`src/rtl/dct_transpose_buffer_pkg.sv`:
```
// Shared JPEG pipeline definitions used by the transpose buffer.
//   JPEG_DW  : default sample width in bits (signed two's complement)
//   sample_t : one signed sample
//   vec_t    : one 8-sample block row or column, element [i] is position i
//   idx_inc  : wrapping increment of a 0..7 row/column index
package dct_transpose_buffer_pkg;

  localparam int JPEG_DW = 8;

  typedef logic signed [JPEG_DW-1:0] sample_t;
  typedef sample_t [7:0] vec_t;

  function automatic logic [2:0] idx_inc(input logic [2:0] idx);
    return idx + 3'd1;
  endfunction

endpackage

```
`src/rtl/dct_transpose_bank.sv`:
```
// One 8x8 sample register bank: rows are written whole, columns are read
// whole through a combinational mux.
//   clk      in   clock
//   wr_en    in   write wr_data into row wr_row this cycle
//   wr_row   in   row being written (0..7)
//   wr_data  in   row samples, wr_data[c] lands in column c
//   rd_col   in   column being read (0..7)
//   rd_data  out  column samples, rd_data[r] comes from row r
module transpose_bank
  import dct_transpose_buffer_pkg::*;
#(
  parameter int DW = JPEG_DW
) (
  input  logic                clk,
  input  logic                wr_en,
  input  logic [2:0]          wr_row,
  input  logic [7:0][DW-1:0]  wr_data,
  input  logic [2:0]          rd_col,
  output logic [7:0][DW-1:0]  rd_data
);

  // Sample storage has no reset: contents are only observed once the
  // owning bank has been completely written.
  logic [7:0][7:0][DW-1:0] mem;

  always_ff @(posedge clk) begin
    if (wr_en) begin
      mem[wr_row] <= wr_data;
    end
  end

  always_comb begin
    rd_data = '0;
    for (int r = 0; r < 8; r++) begin
      rd_data[r] = mem[r][rd_col];
    end
  end

endmodule

```
`src/rtl/dct_transpose_buffer.sv`:
```
// Ping-pong 8x8 transpose buffer between the JPEG ISP (row transfers) and
// the first, column-oriented DCT pass (column transfers).
//   clk       in   single clock
//   reset     in   synchronous active-high reset
//   di        in   block row, di[c] is column c
//   di_valid  in   input row valid
//   di_hold   out  back-pressure to the ISP (registered state only)
//   di_cnt    in   row index claimed by the ISP, checked against wr_row
//   dq        out  block column, dq[r] is row r
//   dq_valid  out  output column valid
//   dq_hold   in   back-pressure from the DCT
//   dq_cnt    out  column index of the presented column
//   seq_err   out  sticky: an accepted row carried an unexpected di_cnt
module dct_transpose_buffer
  import dct_transpose_buffer_pkg::*;
#(
  parameter int DW = JPEG_DW
) (
  input  logic                clk,
  input  logic                reset,
  input  logic [7:0][DW-1:0]  di,
  input  logic                di_valid,
  output logic                di_hold,
  input  logic [2:0]          di_cnt,
  output logic [7:0][DW-1:0]  dq,
  output logic                dq_valid,
  input  logic                dq_hold,
  output logic [2:0]          dq_cnt,
  output logic                seq_err
);

  logic             wr_sel;
  logic             rd_sel;
  logic [1:0]       full;
  logic [2:0]       wr_row;
  logic [2:0]       rd_col;
  logic             in_xfer;
  logic             out_xfer;
  logic [7:0][DW-1:0] rd_data0;
  logic [7:0][DW-1:0] rd_data1;

  // Handshakes depend only on the full flags, so dq_hold never reaches
  // di_hold combinationally.
  assign di_hold  = full[wr_sel];
  assign dq_valid = full[rd_sel];
  assign in_xfer  = di_valid && !di_hold;
  assign out_xfer = dq_valid && !dq_hold;
  assign dq_cnt   = rd_col;
  assign dq       = rd_sel ? rd_data1 : rd_data0;

  transpose_bank #(.DW(DW)) u_bank0 (
    .clk     (clk),
    .wr_en   (in_xfer && !wr_sel),
    .wr_row  (wr_row),
    .wr_data (di),
    .rd_col  (rd_col),
    .rd_data (rd_data0)
  );

  transpose_bank #(.DW(DW)) u_bank1 (
    .clk     (clk),
    .wr_en   (in_xfer && wr_sel),
    .wr_row  (wr_row),
    .wr_data (di),
    .rd_col  (rd_col),
    .rd_data (rd_data1)
  );

  // Writer and reader always own different banks while both are active, so
  // setting one full flag and clearing the other in the same cycle is safe.
  // di_cnt is only checked, never used as the write address.
  always_ff @(posedge clk) begin
    if (reset) begin
      wr_sel  <= 1'b0;
      rd_sel  <= 1'b0;
      full    <= 2'b00;
      wr_row  <= 3'd0;
      rd_col  <= 3'd0;
      seq_err <= 1'b0;
    end else begin
      if (in_xfer) begin
        wr_row <= idx_inc(wr_row);
        if (di_cnt != wr_row) begin
          seq_err <= 1'b1;
        end
        if (wr_row == 3'd7) begin
          full[wr_sel] <= 1'b1;
          wr_sel       <= ~wr_sel;
        end
      end
      if (out_xfer) begin
        rd_col <= idx_inc(rd_col);
        if (rd_col == 3'd7) begin
          full[rd_sel] <= 1'b0;
          rd_sel       <= ~rd_sel;
        end
      end
    end
  end

endmodule

```
`config.mk`:
```
export PLATFORM = sky130hd
export DESIGN_NAME = dct_transpose_buffer
export DESIGN_NICKNAME = d
export VERILOG_FILES = /design/src/rtl/dct_transpose_buffer_pkg.sv /design/src/rtl/dct_transpose_bank.sv /design/src/rtl/dct_transpose_buffer.sv
export SDC_FILE = /design/constraint.sdc
export NUM_CORES = 1
export LEC_CHECK = 0
export BUFFER_PORTS_ARGS = -buffer_cell sky130_fd_sc_hd__buf_2
export CAP_MARGIN = 20
export CORE_MARGIN = 2
export CORE_UTILIZATION = 39
export CTS_CLUSTER_SIZE = 28
export DETAILED_ROUTE_END_ITERATION = 8
export HOLD_SLACK_MARGIN = 0.15
export REMOVE_ABC_BUFFERS = 1
export SYNTH_ARGS = -nofsm -noshare
export SYNTH_HDL_FRONTEND = slang
export SYNTH_SLANG_ARGS = --single-unit
```
`constraint.sdc`:
```
create_clock -name clk -period 8.4 [get_ports clk]
set_input_delay 0.84 -clock clk [delete_from_list [all_inputs] [get_ports clk]]
set_output_delay 0.84 -clock clk [all_outputs]
set_load 0.02 [all_outputs]
```
==> results.ini <==
[route]
vias_per_cell=5.411
ant_nets=0
drc=0
first_pass_iters=5
drtIter0Drc=1721
vias=19090
avgRoutedWirePerCell_um=26.11
drt-total-wl_um=92120

[finish]
syn_to_final_growth_pct=13.74
drive_gt1_frac=0.2180
multi_input_area_um2=8031
nFillCells=8423
seq_area_um2=30980
mostFrequentLayoutCells=edfxtp_1 (1024), mux2i_1 (255), a22oi_1 (190)
nNetsFinal=2170
final_common_cell=edfxtp_1

[timing]
maxSlewViolCount=0
tightest_slew_ns=1.134
setup_viol=0
hold_viol=0
setup_tns_ns=0
rsz0062_at_grt=no
slew_headroom=0.2422
skew_ns=0.01653
fin_crit_sh=0.5823
fmax_mhz=204.4
min_period_ns=4.892

[yosys]
ys_ff_latch=1035
ys.flop_type=edfxtp_1
synth_top_cells_by_area=edfxtp_1 (78%), mux4_2 (7.4%), mux2i_1 (6.5%)
netlist.area_leader.share=0.7785
ys_warn_count=0
synth_edf_count=1024
syn_inst=1927
synthesis.area_um2=39500
synthArstFlopShare=0
syn_area_per_cell_um2=20.50
yosysSeqAreaShare=0.7840
ys_types=32
yosysTopAreaCell=edfxtp_1

[run_status]
status=complete, no violations

[die]
dieArea_um2=103800
die-height_um=322.3
io_pins=141
start_util=0.3939
die_w_um=322.3
num_rows=116
core_area_um2=100300

[clock_tree]
cts_buffers=99
post_cts_resize_count=0
clk_path_buf_depth=3
cts_setup_buffers=0
cts_tree=done
cts_sinks=1035
clk_latency_ns=0.64
clkSlewWorstSetupHoldPaths_ns=0.06
cts-root-buf=clkbuf_16
hold_buffers=0
cts.htree.levels=3

[place]
place_congestion=0.7350
port-buffer-count=140
dp_hpwl_um=48410

[critical_path]
path_cells=buf_4 > buf_4 > mux4_2 > a22oi_1 > nand2_1 > buf_2
path_common_cell=buf_4
path_max_fanout=52
cpMaxStageDelayCell=buf_4
crit_path_end_kind=output port
critPathMaxStageDelay_ns=0.79
arrival_ns=4.05
ff2ff_path_depth=5
cp.depth=6
start_kind=flop
worstPathRequired_ns=7.56
criticalPathCategory=flop to output port
worst_path_dominant_cell_family=buffers and inverters
cp_num_buf_inv=3

[grt]
grt_pass1_vias=19650
antenna_found_initial=2
overflow=0
grt_max_degree=118
grt_first_pass_wirelength_um=133200
track_usage=0.1767

[power]
ir_worst_vdd_uv=131.9
total_power_mw=10.34
p_per_area_nw_per_um2=230.2
p_leak_nw=13.72

[worst_hold_path]
hp-class=flop to flop
whs_path_depth=2

[flow_run]
maxCapViolCount=0

-- cells by family (layout without fill, tap and decap cells) --
logic type | Yosys count | in the layout | share of synthesized area
xor+xnor | 7 | 7 | 0.001552
compound gates | 203 | 203 | 0.03804
flops | 1035 | 1035 | 0.7840
other cells | 0 | 1 | 0
fa+ha+maj | 4 | 4 | 0.001267
buf+inv | 115 | 358 | 0.01653
mux | 385 | 385 | 0.1385
simple gates | 178 | 178 | 0.02011
-- cell usage after synthesis, types with 3 or more instances --
master and instances:
o21ai_0 3, a21oi_1 4, mux4_2 129, a31oi_1 3, inv_1 4, clkbuf_4 5
nor2_1 21, ha_1 4, buf_6 3, clkbuf_1 29, mux2i_1 255, nand3_1 70
buf_2 46, nand2_1 71, xnor2_1 6, a22oi_1 190, dfxtp_1 11, nor3_1 4
edfxtp_1 1024, nor2b_1 4, buf_4 24
-- layout make-up --
class / instances / share of cell area
Clock inverter: 54 / 0.01264
Timing Repair Buffer: 178 / 0.02278
Inverter: 4 / 0.0003342
Tap cell: 1357 / 0.03779
Multi-Input combinational cell: 777 / 0.1788
Sequential cell: 1035 / 0.6896
Antenna cell: 1 / 0.00005570
Clock buffer: 122 / 0.05801
-- flip-flops by register name (all words and copies together) (netlist names) --
register and cells:
rd_sel 1, seq_err 1, u_bank1.mem 512, u_bank0.mem 512
wr_row 3, wr_sel 1, dq_cnt 3, full 2
-- tightest hold or removal path, stage by stage (launching register included) --
cell,delay (ns)
dfxtp_1,0.32
a31oi_1,0.04
nor2_1,0.07
-- worst paths after layout --
path,start,endpoint,slack (ns)
worst min register to register,seq_err,seq_err,0.47
worst min-delay path,seq_err,seq_err,0.47
worst max-delay path,dq_cnt[2],dq[23],3.51
worst max register to register,rd_sel,rd_sel,5.46
-- power breakdown --
group	leakage, nW	internal, mW	switching (mW)
Sequential	9.34	5.74	0.0141
Clock	1.54	2.56	1.82
Combinational	2.83	0.0399	0.171
-- stage by stage --
stage | setup slack (ns) | cell area [um^2] | instances | util | hold WS, ns
floorplan | -6.574 | 38860 | 1816 | - | 0.4958
global placement | 4.163 | 41710 | 3349 | 0.4159 | 0.4504
detailed placement | 4.102 | 41710 | 3349 | 0.4159 | 0.4711
CTS | 3.398 | 44890 | 3525 | 0.4476 | 0.4807
global route | 3.310 | 44930 | 3528 | 0.4480 | 0.5022
finish | 3.508 | 44930 | 3528 | 0.4480 | 0.4728
-- per-layer routing --
layer  global-route usage  vias up  wire, um  part of all wire
met5                    0        -         0                 0
met4              0.04060        0      1515             0.016
met3              0.02926      119      4803             0.052
met2               0.3035      524     46500              0.50
met1               0.2362    10160     39300              0.43
li1                     -     8283         -                 -
Power figures use the tool's default switching activity.
